### config.mk
export PLATFORM = sky130hd
export DESIGN_NAME = rename_alloc_ctrl
export DESIGN_NICKNAME = d
export VERILOG_FILES = /design/src/rtl/rename_alloc_ctrl_pkg.sv /design/src/rtl/rename_alloc_ctrl_prf_free_fifo.sv /design/src/rtl/rename_alloc_ctrl.sv
export SDC_FILE = /design/constraint.sdc
export NUM_CORES = 2
export LEC_CHECK = 0
export CELL_PAD_IN_SITES_DETAIL_PLACEMENT = 2
export CELL_PAD_IN_SITES_GLOBAL_PLACEMENT = 2
export CORE_MARGIN = 2
export CORE_UTILIZATION = 40
export DETAILED_ROUTE_END_ITERATION = 8
export PLACE_DENSITY_LB_ADDON = 0.1
export SKIP_CTS_REPAIR_TIMING = 1
export SLEW_MARGIN = 20
export SYNTH_ARGS = -nofsm -noshare
export SYNTH_HDL_FRONTEND = slang
export SYNTH_SLANG_ARGS = --single-unit
### constraint.sdc
create_clock -name clk -period 18 [get_ports clk]
set_clock_uncertainty 0.2 [all_clocks]
set_input_delay 1.8 -clock clk [delete_from_list [all_inputs] [get_ports clk]]
set_output_delay 1.8 -clock clk [all_outputs]
set_load 0.01 [all_outputs]
### src/rtl/rename_alloc_ctrl_pkg.sv
// rtl/rename_alloc_ctrl_pkg.sv - shared sizes and free-port type for the rename allocator
package rename_alloc_ctrl_pkg;

  localparam int NUM_PREGS = 64;
  localparam int NUM_AREGS = 32;
  localparam int PREG_W    = 6;

  typedef struct packed {
    logic              valid;
    logic [PREG_W-1:0] reg_addr;
  } freeRegStruct;

  typedef enum logic {
    ST_INIT = 1'b0,
    ST_RUN  = 1'b1
  } alloc_state_e;

endpackage

### src/rtl/rename_alloc_ctrl_prf_free_fifo.sv
// rtl/rename_alloc_ctrl_prf_free_fifo.sv - 2-read/2-write circular free list of physical tags
module prf_free_fifo
  import rename_alloc_ctrl_pkg::*;
#(
  parameter int DEPTH = 64,
  parameter int W     = PREG_W
) (
  input  logic                       clk,
  input  logic                       rst,
  input  logic                       i_clear,
  input  logic [1:0]                 i_pop_cnt,
  input  logic                       i_push_a,
  input  logic [W-1:0]               i_push_a_data,
  input  logic                       i_push_b,
  input  logic [W-1:0]               i_push_b_data,
  output logic [W-1:0]               o_rd_a,
  output logic [W-1:0]               o_rd_b,
  output logic [$clog2(DEPTH):0]     o_count
);

  localparam int AW = $clog2(DEPTH);
  localparam int CW = AW + 1;

  logic [W-1:0]  r_mem [DEPTH];
  logic [AW-1:0] r_head;
  logic [AW-1:0] r_tail;
  logic [CW-1:0] r_count;
  logic [AW-1:0] w_head_p1;
  logic [AW-1:0] w_tail_b;

  // Index arithmetic is modulo DEPTH by width, so 2-wide accesses wrap naturally.
  assign w_head_p1 = r_head + AW'(1);
  assign w_tail_b  = r_tail + AW'(i_push_a);
  assign o_rd_a    = r_mem[r_head];
  assign o_rd_b    = r_mem[w_head_p1];
  assign o_count   = r_count;

  always_ff @(posedge clk or posedge rst) begin
    if (rst) begin
      for (int i = 0; i < DEPTH; i++) r_mem[i] <= '0;
      r_head  <= '0;
      r_tail  <= '0;
      r_count <= '0;
    end else if (i_clear) begin
      r_head  <= '0;
      r_tail  <= '0;
      r_count <= '0;
    end else begin
      if (i_pop_cnt != 2'd0) r_mem[r_head]    <= '0;
      if (i_pop_cnt == 2'd2) r_mem[w_head_p1] <= '0;
      if (i_push_a) r_mem[r_tail]   <= i_push_a_data;
      if (i_push_b) r_mem[w_tail_b] <= i_push_b_data;
      r_head  <= r_head + AW'(i_pop_cnt);
      r_tail  <= r_tail + AW'(i_push_a) + AW'(i_push_b);
      r_count <= r_count - CW'(i_pop_cnt) + CW'(i_push_a) + CW'(i_push_b);
    end
  end

endmodule

### src/rtl/rename_alloc_ctrl.sv
// rtl/rename_alloc_ctrl.sv - rename tag allocator: init FSM, all-or-nothing grant, retire frees
module rename_alloc_ctrl #(
  parameter int NUM_PREGS = rename_alloc_ctrl_pkg::NUM_PREGS,
  parameter int NUM_AREGS = rename_alloc_ctrl_pkg::NUM_AREGS
) (
  input  logic                                     clk,
  input  logic                                     reset,
  input  logic                                     alloc_req_a,
  input  logic                                     alloc_req_b,
  input  rename_alloc_ctrl_pkg::freeRegStruct      freeReg_a,
  input  rename_alloc_ctrl_pkg::freeRegStruct      freeReg_b,
  input  logic                                     flush_i,
  output logic [rename_alloc_ctrl_pkg::PREG_W-1:0] alloc_tag_a_o,
  output logic [rename_alloc_ctrl_pkg::PREG_W-1:0] alloc_tag_b_o,
  output logic                                     alloc_grant_o,
  output logic                                     stall_o,
  output logic                                     ready_o,
  output logic [$clog2(NUM_PREGS):0]               free_count_o,
  output logic                                     overflow_err_o
);

  localparam int PW = rename_alloc_ctrl_pkg::PREG_W;
  localparam int CW = $clog2(NUM_PREGS) + 1;
  localparam int IW = $clog2(NUM_AREGS);

  rename_alloc_ctrl_pkg::alloc_state_e r_state, w_state_nxt;
  logic [IW-1:0] r_init_ptr;
  logic          r_overflow;

  logic [1:0]    w_needed;
  logic [CW-1:0] w_count;
  logic [PW-1:0] w_rd_a, w_rd_b;
  logic          w_clear, w_grant, w_ovf_set;
  logic [1:0]    w_pop;
  logic          w_push_a, w_push_b;
  logic [PW-1:0] w_push_a_data, w_push_b_data;
  logic          w_fa_ok, w_fb_ok;

  assign w_needed = {1'b0, alloc_req_a} + {1'b0, alloc_req_b};
  assign w_fa_ok  = freeReg_a.valid && (freeReg_a.reg_addr != '0);
  assign w_fb_ok  = freeReg_b.valid && (freeReg_b.reg_addr != '0);

  always_ff @(posedge clk or posedge reset) begin
    if (reset) begin
      r_state    <= rename_alloc_ctrl_pkg::ST_INIT;
      r_init_ptr <= '0;
      r_overflow <= 1'b0;
    end else begin
      r_state    <= w_state_nxt;
      r_init_ptr <= (r_state == rename_alloc_ctrl_pkg::ST_INIT && !flush_i) ? r_init_ptr + IW'(1) : '0;
      if (w_ovf_set) r_overflow <= 1'b1;
    end
  end

  always_comb begin
    w_state_nxt   = r_state;
    w_clear       = 1'b0;
    w_grant       = 1'b0;
    w_pop         = 2'd0;
    w_push_a      = 1'b0;
    w_push_a_data = '0;
    w_push_b      = 1'b0;
    w_push_b_data = '0;
    w_ovf_set     = 1'b0;
    case (r_state)
      rename_alloc_ctrl_pkg::ST_INIT: begin
        if (flush_i) begin
          w_clear = 1'b1;
        end else begin
          w_push_a      = 1'b1;
          w_push_a_data = PW'(r_init_ptr) + PW'(NUM_AREGS);
          if (r_init_ptr == IW'(NUM_AREGS - 1)) w_state_nxt = rename_alloc_ctrl_pkg::ST_RUN;
        end
      end
      default: begin
        if (flush_i) begin
          w_clear     = 1'b1;
          w_state_nxt = rename_alloc_ctrl_pkg::ST_INIT;
        end else begin
          w_grant = (w_needed != 2'd0) && (w_count >= CW'(w_needed));
          w_pop   = w_grant ? w_needed : 2'd0;
          // Room check uses the pre-update count; same-cycle pops give no credit.
          w_push_a      = w_fa_ok && (w_count < CW'(NUM_PREGS));
          w_push_b      = w_fb_ok && ((w_count + CW'(w_push_a)) < CW'(NUM_PREGS));
          w_push_a_data = freeReg_a.reg_addr;
          w_push_b_data = freeReg_b.reg_addr;
          w_ovf_set     = (w_fa_ok && !w_push_a) || (w_fb_ok && !w_push_b);
        end
      end
    endcase
  end

  prf_free_fifo #(.DEPTH(NUM_PREGS), .W(PW)) u_free_fifo (
    .clk           (clk),
    .rst           (reset),
    .i_clear       (w_clear),
    .i_pop_cnt     (w_pop),
    .i_push_a      (w_push_a),
    .i_push_a_data (w_push_a_data),
    .i_push_b      (w_push_b),
    .i_push_b_data (w_push_b_data),
    .o_rd_a        (w_rd_a),
    .o_rd_b        (w_rd_b),
    .o_count       (w_count)
  );

  assign alloc_grant_o  = w_grant;
  assign stall_o        = (w_needed != 2'd0) && !w_grant;
  assign ready_o        = (r_state == rename_alloc_ctrl_pkg::ST_RUN);
  assign free_count_o   = w_count;
  assign overflow_err_o = r_overflow;
  // Slot B takes the head entry when slot A is idle.
  assign alloc_tag_a_o  = (w_grant && alloc_req_a) ? w_rd_a : '0;
  assign alloc_tag_b_o  = (w_grant && alloc_req_b) ? (alloc_req_a ? w_rd_b : w_rd_a) : '0;

  assert property (@(posedge clk) disable iff (reset) alloc_grant_o |-> (w_count >= CW'(w_needed)));
  assert property (@(posedge clk) disable iff (reset) w_count <= CW'(NUM_PREGS));
  assert property (@(posedge clk) disable iff (reset) alloc_grant_o |-> (r_state == rename_alloc_ctrl_pkg::ST_RUN));

endmodule

==> results by group <==
Timing
  – Relative slew slack: 6.311%
  – Hold Slack: 0.2793 ns
  – Fmax: 114.6 MHz
  – Final hold vios: 0
  – Fin. max-slew vios: 0
  – Final setup fails: 0
  – RSZ-0062 raised after global routing: false
  – Tmin final: ~8.7 ns
  – Setup TNS: 0 ns
  – Setup ws final: roughly 9.3 ns
  – Worst slew pin tran: between 1 and 1.5 ns
  – Fin crit share: 48.49%

Setup path
  – Setup crit end kind: primary output
  – Critical Path Sink: alloc_tag_b_o[1]
  – Setup crit start kind: flip-flop
  – Kind of critical path: flip-flop to primary output
  – Worst EP arrival: 6.73 ns
  – Worst R2R End: u_free_fifo.r_mem[305]$_DFFE_PP0N_
  – R2R Setup Slk: 12.03 ns
  – CP Data Required Time: about 16 ns
  – Reg2Reg Depth: 7
  – RR Startpoint: u_free_fifo.r_head[0]$_DFF_PP0_
  – CP max FO: a little over 50
  – CP startpoint: u_free_fifo.r_head[0]$_DFF_PP0_

Floorplanning
  – Die ar.: 70,690 sq um
  – Die H: between 200 and 300 um
  – # IOs: 42
  – Area of the core: between 60,000 and 70,000 sq um
  – Std cell rows: 96
  – Initial core utilization: about two fifths
  – Die width: ~270 um

Layout
  – Fin cells: 3,990
  – Most frequent cells in the layout: 408 x dfrtp_1, 248 x nand2_1, 244 x nor3_1
  – Fin util: a little under half
  – Most common cell after layout, fill and taps aside: dfrtp_1
  – Final #Nets: about 3,100
  – Area added between synthesis and finish: 12.06%
  – Layout cells sized above 1: 11.67%

Clock network
  – Worst-path clk slew: approximately 0.070 ns
  – Latest clock arrival within the worst-skew pair: 0.63 ns
  – Num Clock Sinks: 410
  – Cts bufs inserted: 51
  – Clk buf depth: 3
  – TritonCTS clock tree: built
  – Clock Tree Root: clkbuf_16
  – Depth of the CTS H-tree: 2

Routing
  – DRC Markers: 0
  – First DRT Iteration DRCs: about 5,500
  – Vias: 33,370
  – Post-DRT Antenna Nets: 0
  – Routed wire per std cell: roughly 48 um
  – Pre-antenna DRT Iters: 7
  – Vias/cell: 8.363
  – Routed wire length: 191.1 mm

Logic synthesis
  – Mapped Cells: about 3,200
  – Ys Warns: 0
  – Unique masters post-synth: 90
  – EDFF count, synth: 0
  – Top FF cell, synth: dfrtp_1
  – Syn_area_per_cell: 8.678 sq um
  – Area of the mapped netlist: approximately 27,000 sq um
  – Sequential area share after synthesis: between 30% and 40%
  – FFs w/ async S/R, synth: 100.0%
  – Syn_nets: 3,211
  – #FFs+latches synth: 410

Power and ir drop
  – Worst VDD drop: 0.08297 mV
  – Pleak: between 10 and 15 nW
  – Power per cell area: 78.47 nW/um^2

GRT
  – Grt ovf: 0
  – First-pass GRT wire length: 265.2 mm
  – Antenna violations before repair: 26
  – Number of global-route vias before repair: 33,210
  – Overall global routing resource usage: a little over half
  – Pin count of the biggest net entering global routing: 120

Placed design
  – PortBufs: 41
  – Cells after DPL: 3,880
  – Placer Congestion: 1.048
  – HPWL after DPL: 126.5 mm
  – Placement Setup Slack: between 9 and 10 ns

Job
  – Max Cap Viol: 0

Min path
  – Hold Crit Class: flip-flop to flip-flop

Outcome
  – Outcome: finished, final reports clean
==> state kept, by name (all words and copies together), names as in the netlist <==
signal               cells
overflow_err_o           1
r_init_ptr               5
ready_o                  1
u_free_fifo.o_count      7
u_free_fifo.r_head       6
u_free_fifo.r_mem      384
u_free_fifo.r_tail       6
==> cells in the mapped netlist, types with 11 or more instances <==
| cell | number | area (sq um) |
|---|---|---|
| dfrtp_1 | 410 | 10260 |
| nand2_1 | 252 | 945.9 |
| nor3_1 | 247 | 1236 |
| clkbuf_1 | 216 | 810.8 |
| nor2_1 | 202 | 758.2 |
| a21oi_1 | 179 | 895.9 |
| a221o_1 | 165 | 1652 |
| o22ai_1 | 160 | 1001 |
| nand3_1 | 135 | 675.7 |
| nand4_1 | 134 | 838.3 |
| a22oi_1 | 97 | 728.2 |
| a31oi_1 | 73 | 456.7 |
| mux2i_1 | 67 | 670.6 |
| buf_2 | 66 | 330.3 |
| o21ai_0 | 61 | 305.3 |
| inv_1 | 48 | 180.2 |
| o221ai_1 | 38 | 332.8 |
| buf_1 | 36 | 135.1 |
| nor4_1 | 34 | 212.7 |
| a221oi_1 | 32 | 280.3 |
| or3_1 | 30 | 187.7 |
| ha_1 | 28 | 350.3 |
| o311ai_0 | 26 | 227.7 |
| mux4_2 | 23 | 518.0 |
| a211oi_1 | 22 | 165.2 |
| a32oi_1 | 21 | 183.9 |
| and3_1 | 19 | 118.9 |
| a21o_1 | 18 | 135.1 |
| nor2b_1 | 18 | 112.6 |
| or2_2 | 18 | 112.6 |
| a2111oi_2 | 16 | 240.2 |
| xnor2_1 | 15 | 131.4 |
| and2_1 | 14 | 87.58 |
| o211ai_1 | 14 | 105.1 |
| nand3b_1 | 12 | 90.09 |
| o41ai_1 | 12 | 105.1 |
| mux2_2 | 11 | 123.9 |
| nand2b_1 | 11 | 68.82 |
==> metal layers <==
layer | vias to the layer above | GRT usage (%) | part of all wire [%]
met4 | 34 | 41.82 | 9.7
met3 | 1048 | 18.35 | 14
met1 | 16910 | 65.96 | 36
li1 | 12280 | - | -
met5 | - | 0.6930 | 0.15
met2 | 3096 | 74.90 | 40
==> area by class of cell <==
type / instances / area, sq um
antenna: 15 / 37.54
clock buffer: 75 / 1498
clock inverter: 20 / 305.3
fill: 7388 / 37480
inverter: 52 / 202.7
multi-input combinational: 2380 / 16040
sequential: 410 / 10260
tap: 882 / 1104
timing repair buffer: 156 / 1289
==> where the power goes <==
part	switching [mW]	leakage, nW	internal, mW
Clock	0.470	0.877	0.676
Sequential	0.0271	5.60	0.939
Combinational	0.224	5.65	0.0755
==> through the flow <==
stage	area (sq um)	power, mW
3_3_place_gp	28840	1.246
3_5_place_dp	28880	1.262
2_1_floorplan	27430	1.111
5_1_grt	30700	2.437
4_1_cts	30680	2.386
6_report	30740	2.412
==> critical path: stages, from the launching register on <==
cell and delay, ns:
dfrtp_4 0.77, buf_4 0.72, or3_1 0.73, buf_4 0.61
o22ai_1 0.16, nor4_2 0.97, o22ai_1 0.17, nor3_1 0.83
nand4_1 0.22, a21oi_1 0.22, clkdlybuf4s50_1 0.57
==> worst min-delay path by stage <==
stage,from,end,cells after the start
floorplan,r_init_ptr[0]$_DFF_PP0_,r_init_ptr[0]$_DFF_PP0_,1
global placement,overflow_err_o$_DFFE_PP0P_,overflow_err_o$_DFFE_PP0P_,1
detailed placement,overflow_err_o$_DFFE_PP0P_,overflow_err_o$_DFFE_PP0P_,1
CTS,overflow_err_o$_DFFE_PP0P_,overflow_err_o$_DFFE_PP0P_,1
global route,overflow_err_o$_DFFE_PP0P_,overflow_err_o$_DFFE_PP0P_,1
finish,overflow_err_o$_DFFE_PP0P_,overflow_err_o$_DFFE_PP0P_,1
==> cell families after synthesis <==
group | share of synthesized area [%]
and+or+nand+nor | 21.53
AOI/OAI and AO/OA | 28.64
DFF | 37.40
buffers and inverters | 5.382
muxes | 4.785
adders and majority gates | 1.496
xor gates and xnor gates | 0.7663
No activity file was read; power rests on OpenSTA's default activity.
